--- src/rtl/systolic_ctrl_pkg.sv ---
// Shared types and constants for the 2x2 systolic matrix-product controller.
// Operand/result structs mirror the packed port bit layouts.
package systolic_ctrl_pkg;

  localparam int DATA_W   = 4;
  localparam int ACC_W    = 9;
  localparam int DIM      = 2;
  localparam int FEED_LEN = 3;

  typedef enum logic [2:0] {
    IDLE,
    FEED,
    DRAIN,
    CAPTURE,
    RESULT
  } ctrl_state_e;

  typedef struct packed {
    logic [DATA_W-1:0] e22;
    logic [DATA_W-1:0] e21;
    logic [DATA_W-1:0] e12;
    logic [DATA_W-1:0] e11;
  } mat_t;

  typedef struct packed {
    logic [ACC_W-1:0] c22;
    logic [ACC_W-1:0] c21;
    logic [ACC_W-1:0] c12;
    logic [ACC_W-1:0] c11;
  } res_t;

  // Multiply-accumulate; clr starts a fresh sum with this product.
  function automatic logic [ACC_W-1:0] mac(
    input logic [ACC_W-1:0]  acc,
    input logic [DATA_W-1:0] a,
    input logic [DATA_W-1:0] b,
    input logic              clr
  );
    logic [ACC_W-1:0] p;
    p = ACC_W'(a) * ACC_W'(b);
    return clr ? p : acc + p;
  endfunction

endpackage

--- src/rtl/systolic_array.sv ---
// 2x2 output-stationary systolic array: a flows right, b flows down.
// initialize restarts every accumulator with the current product.
module systolic_array
  import systolic_ctrl_pkg::*;
(
  input  logic                       clk,
  input  logic                       rst_n,
  input  logic                       initialize_i,
  input  logic [DIM*DATA_W-1:0]      a_i,
  input  logic [DIM*DATA_W-1:0]      b_i,
  output logic [DIM*DIM*ACC_W-1:0]   c_o
);

  logic [DATA_W-1:0] a1, a2, b1, b2;
  logic [DATA_W-1:0] a1_q, a2_q, b1_q, b2_q;
  logic [ACC_W-1:0]  c11_q, c12_q, c21_q, c22_q;

  assign a1 = a_i[DATA_W-1:0];
  assign a2 = a_i[2*DATA_W-1:DATA_W];
  assign b1 = b_i[DATA_W-1:0];
  assign b2 = b_i[2*DATA_W-1:DATA_W];

  // Skew registers pass operands to the neighbouring PEs one cycle later.
  always_ff @(posedge clk) begin
    if (!rst_n) begin
      a1_q <= '0;
      a2_q <= '0;
      b1_q <= '0;
      b2_q <= '0;
    end else begin
      a1_q <= a1;
      a2_q <= a2;
      b1_q <= b1;
      b2_q <= b2;
    end
  end

  // Per-PE accumulators.
  always_ff @(posedge clk) begin
    if (!rst_n) begin
      c11_q <= '0;
      c12_q <= '0;
      c21_q <= '0;
      c22_q <= '0;
    end else begin
      c11_q <= mac(c11_q, a1,   b1,   initialize_i);
      c12_q <= mac(c12_q, a1_q, b2,   initialize_i);
      c21_q <= mac(c21_q, a2,   b1_q, initialize_i);
      c22_q <= mac(c22_q, a2_q, b2_q, initialize_i);
    end
  end

  assign c_o = {c22_q, c21_q, c12_q, c11_q};

endmodule

--- src/rtl/systolic_array_controller.sv ---
// Sequences a 2x2 product through the systolic array:
// accept, skewed feed, drain, capture, hold result until taken.
module systolic_array_controller
  import systolic_ctrl_pkg::*;
#(
  parameter int JOB_CNT_W = 16
) (
  input  logic                       clk,
  input  logic                       rst_n,
  input  logic                       in_valid,
  output logic                       in_ready,
  input  logic [DIM*DIM*DATA_W-1:0]  mat_a,
  input  logic [DIM*DIM*DATA_W-1:0]  mat_b,
  output logic                       out_valid,
  input  logic                       out_ready,
  output logic [DIM*DIM*ACC_W-1:0]   mat_c,
  output logic                       busy,
  output logic [JOB_CNT_W-1:0]       job_count
);

  localparam logic [1:0] LAST_CNT = 2'(FEED_LEN - 1);

  ctrl_state_e           state_q, state_d;
  logic [1:0]            feed_cnt_q, feed_cnt_d;
  mat_t                  a_q, a_d, b_q, b_d;
  res_t                  c_q, c_d;
  logic                  ov_q, ov_d;
  logic [JOB_CNT_W-1:0]  jc_q, jc_d;

  logic [DIM*DATA_W-1:0]    arr_a, arr_b;
  logic                     arr_init;
  logic [DIM*DIM*ACC_W-1:0] arr_c;

  systolic_array u_array (
    .clk          (clk),
    .rst_n        (rst_n),
    .initialize_i (arr_init),
    .a_i          (arr_a),
    .b_i          (arr_b),
    .c_o          (arr_c)
  );

  // State and datapath registers.
  always_ff @(posedge clk) begin
    if (!rst_n) begin
      state_q    <= IDLE;
      feed_cnt_q <= '0;
      a_q        <= '0;
      b_q        <= '0;
      c_q        <= '0;
      ov_q       <= 1'b0;
      jc_q       <= '0;
    end else begin
      state_q    <= state_d;
      feed_cnt_q <= feed_cnt_d;
      a_q        <= a_d;
      b_q        <= b_d;
      c_q        <= c_d;
      ov_q       <= ov_d;
      jc_q       <= jc_d;
    end
  end

  // Next-state and register updates.
  always_comb begin
    state_d    = state_q;
    feed_cnt_d = feed_cnt_q;
    a_d        = a_q;
    b_d        = b_q;
    c_d        = c_q;
    ov_d       = ov_q;
    jc_d       = jc_q;
    case (state_q)
      IDLE: begin
        if (in_valid) begin
          a_d        = mat_t'(mat_a);
          b_d        = mat_t'(mat_b);
          feed_cnt_d = '0;
          state_d    = FEED;
        end
      end
      FEED: begin
        if (feed_cnt_q == LAST_CNT) begin
          feed_cnt_d = '0;
          state_d    = DRAIN;
        end else if (feed_cnt_q < LAST_CNT) begin
          feed_cnt_d = feed_cnt_q + 2'd1;
        end else begin
          feed_cnt_d = '0;
          state_d    = IDLE;
        end
      end
      DRAIN: begin
        state_d = CAPTURE;
      end
      CAPTURE: begin
        c_d     = res_t'(arr_c);
        ov_d    = 1'b1;
        state_d = RESULT;
      end
      RESULT: begin
        if (out_ready) begin
          ov_d    = 1'b0;
          jc_d    = jc_q + 1'b1;
          state_d = IDLE;
        end
      end
      default: begin
        ov_d       = 1'b0;
        feed_cnt_d = '0;
        state_d    = IDLE;
      end
    endcase
  end

  // Skewed operand wavefront; zero outside FEED keeps skew regs clean.
  always_comb begin
    arr_a    = '0;
    arr_b    = '0;
    arr_init = 1'b0;
    if (state_q == FEED) begin
      case (feed_cnt_q)
        2'd0: begin
          arr_a    = {{DATA_W{1'b0}}, a_q.e11};
          arr_b    = {{DATA_W{1'b0}}, b_q.e11};
          arr_init = 1'b1;
        end
        2'd1: begin
          arr_a = {a_q.e21, a_q.e12};
          arr_b = {b_q.e12, b_q.e21};
        end
        2'd2: begin
          arr_a = {a_q.e22, {DATA_W{1'b0}}};
          arr_b = {b_q.e22, {DATA_W{1'b0}}};
        end
        default: begin
          arr_a = '0;
          arr_b = '0;
        end
      endcase
    end
  end

  assign in_ready  = (state_q == IDLE);
  assign busy      = (state_q != IDLE);
  assign out_valid = ov_q;
  assign mat_c     = c_q;
  assign job_count = jc_q;

endmodule

--- config.mk ---
export PLATFORM = sky130hd
export DESIGN_NAME = systolic_array_controller
export DESIGN_NICKNAME = d
export VERILOG_FILES = /design/src/rtl/systolic_ctrl_pkg.sv /design/src/rtl/systolic_array.sv /design/src/rtl/systolic_array_controller.sv
export SDC_FILE = /design/constraint.sdc
export NUM_CORES = 1
export LEC_CHECK = 0
export BUFFER_PORTS_ARGS = -buffer_cell sky130_fd_sc_hd__buf_2
export CAP_MARGIN = 20
export CORE_UTILIZATION = 50
export CTS_BUF_LIST = sky130_fd_sc_hd__clkbuf_16
export CTS_CLUSTER_SIZE = 20
export DETAILED_ROUTE_END_ITERATION = 10
export PLACE_DENSITY_LB_ADDON = 0.15
export SETUP_SLACK_MARGIN = 0.02
export SLEW_MARGIN = 10
export SYNTH_ARGS = -nofsm -noshare
export SYNTH_HDL_FRONTEND = slang
export SYNTH_SLANG_ARGS = --single-unit
--- constraint.sdc ---
create_clock -name clk -period 4.3 [get_ports clk]
set_input_delay 0.86 -clock clk [delete_from_list [all_inputs] [get_ports clk]]
set_output_delay 0.86 -clock clk [all_outputs]
set_load 0.005 [all_outputs]
Word level (Yosys, flattened, before mapping):

Cells that the tools add are included.

* memory bits (read-only): 0
* output and inout port bits: 55
* word-level logic and storage cells: 83
* latch bits: 0
* memories kept: 0
* flip-flop bits (word level): 142
* bits in writable memories: 0
* input bits: 36

* reduce and logical (&&, ||, !) cells: 11
* $add $sub $neg: 6
* divide/modulo/power cells: 0
* muxes and demuxes: 21
* $mul: 4
* shifts and indexed selects: 0
* order comparisons: 1
* bitwise gates (word level): 3
* eq/ne operators: 9

Operator list (number)
* 2-to-1 mux 8 bit: 6
* case mux 8 bit (3 select lines): 2
* adder 9 x 8 -> 9 bit: 4
* multiplier 4 x 4 -> 8 bit: 4
* adder 16 x 1 -> 16 bit (second input constant): 1
* case mux 3 bit (5 select lines): 1
* 2-to-1 mux 3 bit: 4
* AND reduction 2 bit: 4
* equality test 3 x 2 -> 1 bit (second input constant): 2
* 2-to-1 mux 2 bit: 3
* case mux 2 bit (3 select lines): 1
* OR reduction 3 bit: 2
* != test 2 bit (second input constant): 2
* equality test 3 x 1 -> 1 bit (second input constant): 1
* equality test 3 bit (second input constant): 1
* logical NOT 3 bit: 1
* 2-to-1 mux 1 bit: 3
* != test 3 bit (second input constant): 1
* inverter 1 bit: 3
* case mux 1 bit (3 select lines): 1
* AND reduction 3 bit: 1
* nonzero test 3 bit: 1
* adder 2 x 1 -> 2 bit (second input constant): 1
* equality test 2 x 1 -> 1 bit (second input constant): 1
* 4 further kinds: 4

Longest topological paths before layout:

* depth after elaboration: 6
* gate-level depth with buffers: 21
* gate-level depth less buffers: 19

By module:

From an unflattened synthesis, not the netlist that was laid out.

* cell total of the unflattened synthesis: 998
* area, all modules: 8355.5 um^2

Modules (own cells, without submodules)
* systolic_array: cells an instance 548, times used 1, sequential area each 1041.0 um^2, area an instance 4803.4 um^2
* systolic_array_controller: cells an instance 450, times used 1, sequential area each 1801.7 um^2, area an instance 3552.2 um^2

Worst setup path before layout:

OpenSTA, ideal clock, no wires.

* path type: register to register
* start: reg state_q[2]
* end: reg u_array.c21_q[7]
* path buffers: 2
* stages on the path, launching flop included: 22
* arrival: 4406 ps
* slack: -236 ps
* cells stage by stage: dfxtp_1 buf_6 nor4b_4 and2_1 buf_2 a22o_1 nand2_1 fa_1 inv_1 fa_1 inv_1 fa_1 nor2b_1 o21a_1 nor2_1 xnor2_1 ha_1 and4_1 a211oi_1 o21ai_0 nand4b_1 o211ai_1

* cells in the longest elaborated chain, start to end: 5

Ends and longest elaborated chain
* from (decl): line systolic_array_controller.sv:23 `ctrl_state_e state_q, state_d;`
* from (signal assigned): line systolic_array_controller.sv:54 `state_q <= state_d;`
* equality test 3 x 1 -> 1 bit *: line systolic_array_controller.sv:121 `if (state_q == FEED) begin`
* 2-to-1 mux 8 bit: line systolic_array_controller.sv:121
* multiplier 4 x 4 -> 8 bit: line systolic_ctrl_pkg.sv:40 `p = ACC_W'(a) * ACC_W'(b);`
* adder 9 x 8 -> 9 bit: line systolic_ctrl_pkg.sv:41 `return clr ? p : acc + p;`
* 2-to-1 mux 8 bit *: line systolic_ctrl_pkg.sv:41
* to (signal assigned): line systolic_array.sv:48 `c21_q <= mac(c21_q, a2, b1_q, initialize_i);`
* to (decl): line systolic_array.sv:16 `logic [ACC_W-1:0] c11_q, c12_q, c21_q, c22_q;`

Mark *: on every way between the ends. The rest lies on a longest branch, timed or not.
A chain may end at the register's enable or synchronous reset.

Worst setup path in the final report:

* start: reg state_q[1]
* end: reg u_array.c12_q[7]

* cells in the longest elaborated chain, start to end: 5

Ends and longest elaborated chain
* equality test 3 x 1 -> 1 bit *: line systolic_array_controller.sv:121
* 2-to-1 mux 8 bit: line systolic_array_controller.sv:121
* multiplier 4 x 4 -> 8 bit: line systolic_ctrl_pkg.sv:40
* adder 9 x 8 -> 9 bit: line systolic_ctrl_pkg.sv:41
* 2-to-1 mux 8 bit *: line systolic_ctrl_pkg.sv:41
* to (signal assigned): line systolic_array.sv:47 `c12_q <= mac(c12_q, a1_q, b2, initialize_i);`
* to (decl): line systolic_array.sv:16

Marked as above.

==> results.cfg <==
[yosys]
synth_edf_count = 0
synth_warnings = 0
yosysSeqAreaShare = 0.3361
synthesis.area_um2 = 8457
yosysUniqueCellTypes = 60
synthCells = 1001
ys_async_sr_fraction = 0
synthTopCellsByCount = 199 x nand2_1, 142 x dfxtp_1, 110 x a21oi_1
avgSynthCellArea_um2 = 8.448
syn-num-nets = 1138
synthMostInstantiatedCell = nand2_1
synth_seq_cells = 142
ys.flop_type = dfxtp_1
yosys.area.top_type_share = 0.3361
synth_top_area_cell = dfxtp_1
synth_area_leaders = dfxtp_1 34%, ha_1 12%, nand2_1 8.8%, a21oi_1 6.5%, fa_1 4.7%

[drt]
drt-total-wl_mm = 19.53
vias = 7378
ant_nets = 0
vias_per_cell = 5.343
wl_per_cell_um = 14.14
drtIter0Drc = 235
drtPass1Iterations = 7
drt_drc_violations_left = 0

[grt]
antenna_found_initial = 0
grt_max_degree = 68
grt_pass1_wl_mm = 33.25
grt_use_total = 0.2336
grt_overflow = 0
grt_pass1_vias = 6904

[floorplan]
start_util = 0.5118
dieHeight_um = 132.1
die_x_um = 132.1
core_area_um2 = 16520
die-area_um2 = 17440
rows = 47
io_pins = 91

[critical_path]
crit_fanout = 5
endpoint_kind = register
criticalPathCategory = register to register
critPathLaunchType = register
cp_data_required_time_ns = 4.61
critPathArrivalTime_ns = 4.55

[timing]
fmax_mhz = 235.4
setup_ws_ns = 0.05233
finalSetupViolCount = 0
period_needed_ns = 4.248
finalCritPeriodShare = 0.9878
relSlewSlack = 0.3469
hold_viol = 0
rsz0062_at_grt = true
slew_violations = 0
tightestPinTransition_ns = 0.9796
skew_ns = 0.007759
hold_slack_ns = 0.4490

[layout]
nNetsFinal = 1286
diodes = 0
final_cells = 1381
utilization = 0.6339
area_growth_pct = 23.86
fillCellCount = 1452
layout-drive-gt1-share = 0.2343

[placement]
portBuffers = 90
hpwl_mm = 13.78
pre_cts_slack_ns = -0.1481
gp_congestion = 0.8744
placed_cells_incl_taps = 1329

[clocking]
clkTransAtPathRegs_ns = 0.06
numCtsBuffers = 17
cts_tree = done
htreeDepth = 4
cts_max_path_buffers = 2
root_buffer = clkbuf_16
clk_latency_ns = 0.43
cts.sinks = 142

[power_and_ir_drop]
p_leak_nw = 4.820
p_per_area_nw_per_um2 = 284.1
ir_drop_mv = 0.2665

[job]
max-cap-violations = 0

[hold_path]
holdCritPathClass = register to register

[run_status]
status = finished, final reports clean
==> stage by stage <==
step            TNS, ns  power, mW  cell area [um2]
6_report              0      2.976            10480
5_1_grt         -0.8866      3.092            10480
3_3_place_gp    -0.1052      1.594             9469
2_1_floorplan  -0.03109      1.518             8477
3_5_place_dp    -0.5771      1.596             9469
4_1_cts        -0.06968      2.995            10120
==> critical path, stage by stage, from the launching register on <==
cell,delay (ns)
dfxtp_2,0.34
nor4b_4,0.29
and2_4,0.20
buf_6,0.12
a22o_4,0.15
nand2_4,0.05
fa_1,0.53
inv_1,0.05
fa_1,0.51
inv_1,0.06
fa_2,0.34
nor2b_1,0.12
o21a_1,0.14
nor2_2,0.05
xnor2_2,0.14
ha_1,0.36
and4_1,0.20
a211oi_2,0.15
o21ai_1,0.12
nand4b_1,0.11
o211ai_1,0.09
==> sequential cells by signal, summed over array words and instances, names as in the netlist <==
register and cells:
u_array.c22_q 9, mat_c 36, u_array.b1_q 4, a_q 16
u_array.c21_q 9, state_q 3, u_array.b2_q 4, u_array.c12_q 9
job_count 16, out_valid 1, feed_cnt_q 2, u_array.c11_q 9
u_array.a2_q 4, u_array.a1_q 4, b_q 16
==> worst paths after layout <==
check | startpoint | end | slack, ns | cells past startpoint
max | state_q[1]$_SDFFE_PN0P_ | u_array.c12_q[7]$_SDFF_PN0_ | 0.05 | 20
min | mat_c[10]$_SDFFE_PN0P_ | mat_c[10]$_SDFFE_PN0P_ | 0.45 | 2
max reg2reg | state_q[1]$_SDFFE_PN0P_ | u_array.c12_q[7]$_SDFF_PN0_ | 0.05 | 20
min reg2reg | mat_c[10]$_SDFFE_PN0P_ | mat_c[10]$_SDFFE_PN0P_ | 0.45 | 2
==> metal layers <==
layer,global-route usage,up-vias,wire length [um],part of all wire
met5,0,-,0,0
met1,0.3172,3402,9521,0.49
li1,-,3785,-,-
met4,0.09173,0,472,0.024
met3,0.03537,30,710,0.036
met2,0.3733,161,8826,0.45
==> cell usage in the layout (no fill, tap or decap), types with 12 or more instances in the layout <==
master / synthesis / layout
a211oi_1: 19 / 16
a21o_1: 16 / 16
a21oi_1: 110 / 107
a32oi_1: 12 / 12
and2_1: 46 / 45
buf_2: 13 / 90
buf_4: 0 / 77
clkbuf_16: 0 / 17
dfxtp_1: 142 / 139
fa_1: 20 / 17
ha_1: 81 / 74
inv_1: 37 / 35
nand2_1: 199 / 195
nor2_1: 63 / 55
o21ai_0: 24 / 16
xnor2_1: 25 / 20
==> cell type report <==
type	instances	area, um2	area share
flip-flops and latches	142	2849	0.2720
repair buffers	175	1127	0.1076
well taps	220	275.3	0.02628
inverters	37	140.1	0.01338
multi-input cells	776	5530	0.5280
clock inverters	14	127.6	0.01218
clock buffers	17	425.4	0.04061
==> report_power, final <==
part / switching, mW / internal, mW
combinational: 0.135 / 0.0803
sequential: 0.0207 / 1.34
clock: 0.561 / 0.837
==> cell families after synthesis <==
kind of cell,Yosys count,share of synthesized area
xor gates and xnor gates,35,0.03625
and+or+nand+nor,396,0.2318
DFF,142,0.3361
buffers and inverters,83,0.04276
AOI/OAI and AO/OA,238,0.1787
muxes,6,0.007102
adders and majority gates,101,0.1672
==> timing repair <==
item | CTS | global route
hold buffers | 0 | 0
gates resized for setup | 18 | 48
pin swaps | 24 | 36
buffers inserted | 6 | 15
setup endpoints to repair | 7 | 11
gates cloned | 0 | 0
No activity file was read; power rests on OpenSTA's default activity.
